===== src/rtl/pe_inject_scheduler.sv =====
// Round-robin, packet-locked arbiter for one PE's NoC injection port.
// A credit counter mirrors the router's local-port buffer space.
module pe_inject_scheduler #(
    parameter int N       = 4,
    parameter int FLIT_W  = 20,
    parameter int CREDITS = 7,
    parameter int CNT_W   = 3
) (
    input  logic                clk,
    input  logic                rst,
    input  logic [N-1:0]        req,
    input  logic [N*FLIT_W-1:0] flit_in,
    input  logic [N-1:0]        last,
    output logic [N-1:0]        gnt,
    input  logic                ci,
    output logic [FLIT_W-1:0]   dataout,
    output logic                out_valid,
    output logic [CNT_W-1:0]    credit_cnt,
    output logic                busy,
    output logic                err_ovf
);

    localparam int PW = (N > 1) ? $clog2(N) : 1;
    localparam logic [CNT_W-1:0] CMAX = CNT_W'(CREDITS);

    typedef enum logic {IDLE, LOCKED} state_t;

    state_t          state, state_nx;
    logic [PW-1:0]   owner, owner_nx;
    logic [PW-1:0]   rr_ptr, rr_ptr_nx;
    logic [PW-1:0]   pick;
    logic            found;
    logic            has_credit;
    logic            accept;
    logic            inc;
    logic [CNT_W-1:0] cnt_nx;

    // First requester at or after rr_ptr, wrapping modulo N.
    always_comb begin
        int j;
        j     = 0;
        pick  = '0;
        found = 1'b0;
        for (int k = 0; k < N; k++) begin
            j = int'(rr_ptr) + k;
            if (j >= N) j = j - N;
            if (!found && req[j]) begin
                found = 1'b1;
                pick  = PW'(j);
            end
        end
    end

    assign has_credit = (credit_cnt != '0);
    assign busy       = (state == LOCKED);

    always_comb begin
        gnt = '0;
        if (state == LOCKED) gnt[owner] = has_credit;
    end

    assign accept = (state == LOCKED) && req[owner] && has_credit;

    // At the ceiling a credit is only absorbed if a flit leaves the same cycle.
    assign inc    = ci && ((credit_cnt != CMAX) || accept);
    assign cnt_nx = credit_cnt + CNT_W'(inc) - CNT_W'(accept);

    always_comb begin
        state_nx  = state;
        owner_nx  = owner;
        rr_ptr_nx = rr_ptr;
        unique case (state)
            IDLE: begin
                if (found) begin
                    owner_nx = pick;
                    state_nx = LOCKED;
                end
            end
            LOCKED: begin
                if (accept && last[owner]) begin
                    state_nx  = IDLE;
                    rr_ptr_nx = (int'(owner) == N - 1) ? '0 : owner + 1'b1;
                end
            end
            default: state_nx = IDLE;
        endcase
    end

    always_ff @(posedge clk or negedge rst) begin
        if (!rst) begin
            state      <= IDLE;
            owner      <= '0;
            rr_ptr     <= '0;
            credit_cnt <= CMAX;
            dataout    <= '0;
            out_valid  <= 1'b0;
            err_ovf    <= 1'b0;
        end else begin
            state      <= state_nx;
            owner      <= owner_nx;
            rr_ptr     <= rr_ptr_nx;
            credit_cnt <= cnt_nx;
            out_valid  <= accept;
            if (accept) dataout <= flit_in[int'(owner)*FLIT_W +: FLIT_W];
            if (ci && (credit_cnt == CMAX) && !accept) err_ovf <= 1'b1;
        end
    end

endmodule

===== config.mk =====
export PLATFORM = sky130hd
export DESIGN_NAME = pe_inject_scheduler
export DESIGN_NICKNAME = d
export VERILOG_FILES = /design/src/rtl/pe_inject_scheduler.sv
export SDC_FILE = /design/constraint.sdc
export NUM_CORES = 1
export LEC_CHECK = 0
export CORE_UTILIZATION = 63
export DETAILED_ROUTE_END_ITERATION = 8
export DONT_BUFFER_PORTS = 1
export GPL_ROUTABILITY_DRIVEN = 0
export HOLD_SLACK_MARGIN = 0.15
export PLACE_DENSITY = 0.81
export SLEW_MARGIN = 20
export SYNTH_ARGS = -nofsm -noshare
export SYNTH_HDL_FRONTEND = slang
export SYNTH_SLANG_ARGS = --single-unit

===== constraint.sdc =====
create_clock -name clk -period 3.4 [get_ports clk]
set_input_delay 0.17 -clock clk [delete_from_list [all_inputs] [get_ports clk]]
set_output_delay 0.17 -clock clk [all_outputs]
set_load 0.02 [all_outputs]

Word-level counts from Yosys, hierarchy flattened. Index checks and enable logic that the tools add are counted.

Add/sub/neg operators: 10. Multipliers: 1. Div/mod/pow operators: 0. Magnitude comparators: 10. Equality and inequality tests: 3. Shift-type cells: 1. Mux-type cells: 35. Bitwise gates (word level): 2. Reductions and logical operators: 18.

Operators with widths (number): $lt A32 B4 Y1 const B (4); $mux W32 (4); $shiftx A80 B8 Y20 (1); $mux W1 (17); $bmux W1 S2 (6); $sub A3 B3 Y4 const B (3); $logic_and A1 B1 Y1 (10); $mux W2 (5); $ge A3 B3 Y1 const B (3); $add A2 B2 Y3 const B (2); $mul A2 B3 Y5 const B (1); $and A4 B4 Y4 (1); $logic_not A1 Y1 (4); $mux W4 (1); $reduce_and A2 Y1 (2); $sub A2 B3 Y4 const B (1); $add A2 B1 Y3 const B (1); $add A3 B1 Y3 (1); $eq A3 B3 Y1 const B (1); $ge A2 B3 Y1 const B (1); $lt A2 B3 Y1 const B (1); $ne A3 B3 Y1 const B (1); $reduce_bool A3 Y1 (1); $sub A3 B1 Y3 (1); 7 further kinds (7).

Bits in registers: 30. Latch bits: 0. Memory bits (writable): 0. Memory bits (read-only): 0. Input port bits: 91. Output and inout bits: 30. Logic and storage cells: 87. Memories kept: 0.

Logic depth before layout (Yosys ltp). Gate-level depths: netlist of the first run.

Depth in word-level cells: 17. Gate-level depth with buffers: 12. Depth with buffers taken out: 9.

Worst setup path before layout of the first run. OpenSTA, ideal clock, no wires.

Kind: flip-flop to flip-flop. Start: register owner[0]. End: register credit_cnt[2]. Setup time: 75 ps. Arrival time: 2584 ps. Data required time: 3325 ps. Path slack: 741 ps. Cell stages (with the launch flop): 13. Buffers on the path: 3. Clock period less this slack: 2659 ps. Path through: dfrtp_1 > buf_6 > mux4_2 > and2_4 > buf_6 > buf_8 > o21ai_0 > ha_1 > inv_1 > ha_1 > fa_1 > xor2_1 > xnor2_1.

Word-level cells in the longest chain between the ends: 8.

RTL lines: start: declaration (RTL line 29) `logic [PW-1:0] owner, owner_nx;`; start signal: assignment (RTL line 100) `owner <= owner_nx;`; $bmux W1 S2 (*) (RTL line 62) `assign accept = (state == LOCKED) && req[owner] && has_credit;`; $mux W1 (implied by the code) (*) (RTL line 62); $logic_and A1 B1 Y1 (*) (2 in series) (RTL line 62); net accept (RTL line 34) `logic accept;`; $logic_or A1 B1 Y1 (RTL line 65) `assign inc = ci && ((credit_cnt != CMAX) || accept);`; $logic_and A1 B1 Y1 (RTL line 65); $add A3 B1 Y3 (RTL line 66) `assign cnt_nx = credit_cnt + CNT_W'(inc) - CNT_W'(accept);`; $sub A3 B1 Y3 (*) (RTL line 66); net cnt_nx[2] (RTL line 36) `logic [CNT_W-1:0] cnt_nx;`; end signal: assignment (RTL line 102) `credit_cnt <= cnt_nx;`; end: declaration (RTL line 18) `output logic [CNT_W-1:0] credit_cnt,`.

Mark *: on every way through the listed nets, which the timed path passes. The rest lies on a longest branch. The select of a mux whose other input is x is not followed. A chain may end at the register's enable or synchronous reset.

Final worst setup path of the first run.
Start: register credit_cnt[2]. End: register credit_cnt[2].

Word-level cells in the longest chain between the ends: 6. Elaborated cells on any way between the ends: 7. Those cells by class: 2 x add/sub; 1 x eq/ne; 4 x reduce/logical.

RTL lines: $reduce_bool A3 Y1 (RTL line 54) `assign has_credit = (credit_cnt != '0);`; $logic_and A1 B1 Y1 (RTL line 62); $logic_or A1 B1 Y1 (RTL line 65); $logic_and A1 B1 Y1 (RTL line 65); $add A3 B1 Y3 (RTL line 66); $sub A3 B1 Y3 (*) (RTL line 66); net cnt_nx[2] (RTL line 36).

Mark *: on every way through the listed nets, which the timed path passes. The rest lies on a longest branch.

==> parameters.txt, run 1 <==
Parameter                              Value

Status
  Status    complete, but fails checks
  Failing checks    DRC

Logic synthesis
  Number of enable flip-flop cells after synthesis    0
  Async SR Flop Fraction    100%
  Number of library cell types mapped by synthesis    31
  Number of flip-flops and latches in the synthesized netlist    30
  Instance count of the mapped netlist    ~130
  Ys Warns    0
  Post-synthesis average cell area    15.3 um^2
  Share of synthesized area occupied by flip-flops and latches    38.3%
  Cell area after synthesis    slightly below 2000 um^2
  Synth Flop Type    sky130_fd_sc_hd__dfrtp_1
  Nets in the synthesized netlist    227

Die
  Area of the die    between 3000 and 4000 um^2
  Die outline width    between 50 and 60 um
  Die Height    57.9 um
  Starting density of the core    approximately 69%
  Placement Rows    19
  I/O Pins    121
  Total core area    2850 um^2

STA
  Crit share post-route    87.4%
  Min Clock Period, post-route    2.97 ns
  Number of hold violations in the final report    0
  Slew headroom    67.3%
  RSZ-0062 raised after global routing    no
  Final setup violation count    0
  Slew at the pin with the worst max-slew slack    0.486 ns
  Upper clock frequency limit    336 MHz
  Total Negative Setup Slacks    0 ns
  Count of final max-slew check failures    0
  Final hold slack    0.191 ns
  Setup skew after layout    0.00576 ns

Worst hold path
  Worst hold path cell count    2
  Hold path startpoint    flit_in[10]
  Hold Path Class    in2reg
  Hold path endpoint    dataout[10]

Drt
  Detailed-route via count    1202
  Number of vias per cell after detailed routing    7.03
  DRC violation count after routing    10
  Sum of routed wire length over all layers    4170 um
  1st-pass router iterations    6
  Detail-routed net length per standard cell    ~24 um
  Number of DRC markers after the initial detailed-route iteration    46
  Number of routed nets with antenna violations    0

Global routing
  Antenna violations before repair    0
  GRT overflow    0
  Global router's overall resource usage    25.9%
  Maximum number of pins on one net before global-route repair    31
  Vias in the first global route    around 1300
  First-pass GRT wire length    6220 um

Clock network
  H-tree depth reported by CTS    2
  Post-CTS sizing    0
  CTS clk-pin slew, worst paths    0.10 ns
  CTS buffer count    5
  Source-to-sink clock delay at the later pin of the worst-skew pair    0.33 ns
  Sinks on the clock net    30
  TritonCTS clock tree    built
  Maximum buffer depth of the clock tree    2
  Root Buffer Master    sky130_fd_sc_hd__clkbuf_4

Power
  Maximum ir drop on the vdd rail    0.684 mV
  Overall Power    ~0.0023 W
  P_leak    0.899 nW
  Cell area power density    about 1100 nW/um^2

Finish
  Layout Cells excl Fill    171
  Most common library cell in the layout ignoring fill and taps    sky130_fd_sc_hd__dfrtp_1
  Most frequent cells in the layout    27 x sky130_fd_sc_hd__dfrtp_1, 22 x sky130_fd_sc_hd__mux4_2, 17 x sky130_fd_sc_hd__mux2_4
  Fraction of layout instances using a drive strength above 1    42.9%
  Antenna cell count    0
  Layout overhead on the synthesized area    7.56%
  Net count of the finished layout    237

Setup path
  Critical path fanouts, max    24
  Delay contributed by the slowest stage of the critical path    0.64 ns
  Crit Reg-Reg Startpoint    credit_cnt[2]
  Category of the critical setup timing path    reg2reg
  CP Data Required Time    3.65 ns
  Sequence of cells on the critical path    o31a_1, and2_4, o21ai_0, ha_1, inv_1, ha_1, fa_1, xor2_1, xnor2_1
  Crit path top cell by count    sky130_fd_sc_hd__ha_1
  FF-to-FF path depth    9
  Slowest stage cell on the critical path    sky130_fd_sc_hd__dfstp_2
  End of the worst register-to-register path    credit_cnt[2]
  Critical Path Start Type    flip-flop
  Arr. time, crit path    3.22 ns
  Element type at the critical path end    flip-flop
  Worst-case register-to-register setup slack    0.43 ns

Placed design
  DP HPWL    3090 um
  Cell count after placement    153
  Number of I/O port buffers    0

Job
  Maxcap violations    0
==> Yosys cell counts, drive strengths merged (2+ instances only) <==
library cell	number	share of area, %
a21boi	2	0.76
and2	5	1.7
and3b	2	0.89
buf	6	3.4
clkbuf	3	0.57
dfrtp	27	34
dfstp	3	4.0
ha	6	3.8
inv	8	1.5
mux2	22	16
mux4	22	25
nand2b	2	0.63
nand3	2	0.51
nor2	3	0.57
o21a	2	0.76
o21ai	3	0.76
o41ai	2	0.89
==> metal layers <==
layer,global-route usage (%),up-vias,share of wire [%]
met2,46.3,83,52
li1,-,509,-
met5,0,-,0
met3,9.60,11,10
met4,9.18,0,2.4
met1,27.9,599,35
==> worst max-delay path: cells and delay by family (launching register included) <==
kind / cells / cell delay, ns
XOR/XNOR: 2 / 0.40
buffers and inverters: 1 / 0.04
AND/OR/NAND/NOR: 1 / 0.44
adder cells (fa/ha/maj): 3 / 0.91
AO/OA/AOI/OAI: 2 / 0.46
flip-flops: 1 / 0.64
==> how the worst max path moves through the flow <==
| stage | start | endpoint | slack, ns | cells past startpoint |
|---|---|---|---|---|
| floorplan | owner[0] | credit_cnt[2] | 0.74 | 12 |
| global placement | credit_cnt[1] | credit_cnt[2] | 0.74 | 9 |
| detailed placement | credit_cnt[1] | credit_cnt[2] | 0.52 | 9 |
| CTS | credit_cnt[2] | credit_cnt[2] | 0.42 | 9 |
| global route | credit_cnt[2] | credit_cnt[2] | 0.30 | 9 |
| finish | credit_cnt[2] | credit_cnt[2] | 0.43 | 9 |
==> kinds of logic after synthesis <==
logic type      synth area share (%)
compound gates                  4.25
xor+xnor                       0.889
fa+ha+maj                       4.83
buf+inv                         5.52
flops                           38.3
mux                             41.0
simple gates                    5.27
==> sequential cells by signal (all words and copies together) (netlist names) <==
signal / count
dataout: 20
credit_cnt: 3
owner: 2
rr_ptr: 2
busy: 1
err_ovf: 1
out_valid: 1
==> power by group <==
part           total, W  internal (W)  leakage, nW  switching, W
logic           0.00117      0.000686        0.520      0.000481
clock network  0.000229     0.0000993       0.0343      0.000130
registers      0.000902      0.000560        0.345      0.000342
total           0.00230       0.00135        0.899      0.000953
==> final cells by class <==
| type | instances | area [um^2] |
|---|---|---|
| Fill cell | 177 | 733 |
| Timing Repair Buffer | 12 | 125 |
| Multi-Input combinational cell | 82 | 1110 |
| Inverter | 8 | 30.0 |
| Clock buffer | 6 | 51.3 |
| Sequential cell | 30 | 754 |
| Tap cell | 31 | 38.8 |
| Clock inverter | 2 | 12.5 |
==> timing repair <==
action | 4_1_cts | 5_1_grt
hold endpoints to repair | 34 | 0
hold buffers | 10 | 0
buffers inserted | 0 | 0
==> stage by stage <==
step,utilization [%],worst slack [ns],instance area (um^2)
3_3_place_gp,68.2,0.736,1950
2_1_floorplan,-,0.741,1970
6_report,74.3,0.427,2120
4_1_cts,74.3,0.420,2120
5_1_grt,74.3,0.305,2120
3_5_place_dp,68.2,0.515,1950
Power figures use the tool's default switching activity.
==> inputs of run 2 (changes only) <==
--- a/config.mk
+++ b/config.mk
@@ -5,7 +5,9 @@
 export SDC_FILE = /design/constraint.sdc
 export NUM_CORES = 1
 export LEC_CHECK = 0
-export CORE_UTILIZATION = 63
+export CELL_PAD_IN_SITES_DETAIL_PLACEMENT = 0
+export CELL_PAD_IN_SITES_GLOBAL_PLACEMENT = 1
+export CORE_UTILIZATION = 48
 export DETAILED_ROUTE_END_ITERATION = 8
 export DONT_BUFFER_PORTS = 1
 export GPL_ROUTABILITY_DRIVEN = 0
==> parameters.txt, run 2 (synthesis gave the netlist of run 1 again) <==
Parameter                              Value

Power
  Maximum ir drop on the vdd rail    1.11 mV
  P_leak    0.911 nW
  Cell area power density    1110 nW/um^2

Finish
  Multi-input gate area    1110 um^2
  Net count of the finished layout    235
  Antenna cell count    0
  Most frequent cells in the layout    26 x sky130_fd_sc_hd__dfrtp_1, 22 x sky130_fd_sc_hd__mux4_2, 17 x sky130_fd_sc_hd__mux2_4
  Register ranked first by flip-flop count    dataout
  Fraction of layout instances using a drive strength above 1    44.2%
  Most common library cell in the layout ignoring fill and taps    sky130_fd_sc_hd__dfrtp_1
  Fill cells    between 300 and 400
  Number of flip-flops under the largest register name    20
  Layout overhead on the synthesized area    9.97%
  Biggest regs    dataout x20, credit_cnt x3
  Register cell area after layout    756 um^2

Placed design
  Number of I/O port buffers    0
  Pre-CTS setup slack    0.581 ns
  DP HPWL    3230 um

Drt
  Sum of routed wire length over all layers    between 4000 and 5000 um
  Number of routed nets with antenna violations    0
  Detail-routed net length per standard cell    23.4 um
  Detailed-route via count    1181
  Number of vias per cell after detailed routing    6.35
  1st-pass router iterations    2
  Number of DRC markers after the initial detailed-route iteration    65
  DRC violation count after routing    0

Global routing
  Antenna violations before repair    0
  First-pass GRT wire length    6530 um
  Maximum number of pins on one net before global-route repair    31
  Met2 Usage GRT    33.8%
  Most Used Layer, Global Route    met2
  Vias in the first global route    1244
  Met3 Track Usage GR    8.62%
  Global router's overall resource usage    21.1%
  GRT overflow    0
  Met1 track demand over resource    24.9%

Status
  Status    finished, final reports clean

Clock network
  Source-to-sink clock delay at the later pin of the worst-skew pair    0.29 ns
  TritonCTS clock tree    built
  H-tree depth reported by CTS    2
  Root Buffer Master    sky130_fd_sc_hd__clkbuf_8
  CTS clk-pin slew, worst paths    0.06 ns
  Sinks on the clock net    30
  CTS buffer count    5
  Maximum buffer depth of the clock tree    2

Job
  Maxcap violations    0

STA
  RSZ-0062 raised after global routing    no
  Number of hold violations in the final report    0
  Crit share post-route    approximately 83%
  Upper clock frequency limit    354 MHz
  Min Clock Period, post-route    2.82 ns
  Final setup violation count    0
  Slew at the pin with the worst max-slew slack    between 0.5 and 0.6 ns
  Total Negative Setup Slacks    0 ns
  Slew headroom    about two thirds
  Setup slack after layout    0.579 ns
  Count of final max-slew check failures    0
  Setup skew after layout    0.00724 ns

Setup path
  Category of the critical setup timing path    reg2reg
  Sequence of cells on the critical path    o31a_1, and2_4, o21ai_0, ha_1, inv_1, ha_1, fa_1, xor2_1, xnor2_1
  End of the worst register-to-register path    credit_cnt[2]
  CP Data Required Time    3.61 ns
  Critical Path Start Type    flip-flop
  Crit path top cell by count    sky130_fd_sc_hd__ha_1
  Worst-case register-to-register setup slack    0.58 ns
  Slowest stage cell on the critical path    sky130_fd_sc_hd__dfstp_2
  Element type at the critical path end    flip-flop
  Arr. time, crit path    3.03 ns
  Crit Reg-Reg Startpoint    credit_cnt[1]
  Delay contributed by the slowest stage of the critical path    0.64 ns
  Critical path fanouts, max    24
  FF-to-FF path depth    9

Worst hold path
  Hold path endpoint    busy
  Hold Path Class    in2reg
  Hold path startpoint    req[3]
  Worst hold path cell count    2

Die
  I/O Pins    121
  Area of the die    4370 um^2
  Die outline width    66.1 um
  Total core area    about 3800 um^2
  Die Height    66.1 um
  Starting density of the core    51.9%
  Placement Rows    22
-- run 2: through the flow --
step	hold WS [ns]	power [W]	area (um^2)	std cells	utilization (%)
6_report	0.188	0.00241	2170	186	57.0
5_1_grt	0.218	0.00257	2170	186	57.0
4_1_cts	0.174	0.00244	2170	186	57.0
3_5_place_dp	-0.125	0.00204	1970	170	51.8
3_3_place_gp	-0.125	0.00198	1970	170	51.8
2_1_floorplan	-0.126	0.00193	1970	129	-
-- run 2: cell type report --
| cell class | instances | share of cell area (%) |
|---|---|---|
| clock inverters | 3 | 1.85 |
| flip-flops and latches | 30 | 34.9 |
| well taps | 48 | 2.77 |
| inverters | 8 | 1.39 |
| repair buffers | 10 | 4.85 |
| multi-input cells | 82 | 51.1 |
| clock buffers | 5 | 3.18 |
-- run 2: how the worst max path moves through the flow --
stage          depth (start not counted)             to     startpoint
2_1_floorplan                         12  credit_cnt[2]       owner[0]
3_3_place_gp                           9  credit_cnt[2]  credit_cnt[1]
3_5_place_dp                           9  credit_cnt[2]  credit_cnt[1]
4_1_cts                                9  credit_cnt[2]  credit_cnt[1]
5_1_grt                                9  credit_cnt[2]  credit_cnt[1]
6_report                               9  credit_cnt[2]  credit_cnt[1]
-- run 2: critical path: cells and delay by family (launching register included) --
family	cells	cell delay, ns
adder cells (fa/ha/maj)	3	0.86
flip-flops	1	0.64
buffers and inverters	1	0.04
XOR/XNOR	2	0.30
AND/OR/NAND/NOR	1	0.45
AO/OA/AOI/OAI	2	0.45
-- run 2: per-layer routing --
| layer | vias up | part of all wire [%] |
|---|---|---|
| met1 | 599 | 37 |
| li1 | 506 | - |
| met5 | - | 0 |
| met4 | 0 | 1.9 |
| met3 | 7 | 11 |
| met2 | 69 | 50 |
-- run 2: power by group --
part / internal [W] / switching [W]
logic: 0.000681 / 0.000470
clock network: 0.000215 / 0.000138
registers: 0.000562 / 0.000341
total: 0.00146 / 0.000949
-- run 2: what timing repair did --
action / 4_1_cts / 5_1_grt
hold endpoints to repair: 33 / 0
gates resized for setup: 0 / 0
hold buffers: 8 / 0
endpoints found under the setup margin: 0 / 0
buffers inserted: 0 / 0
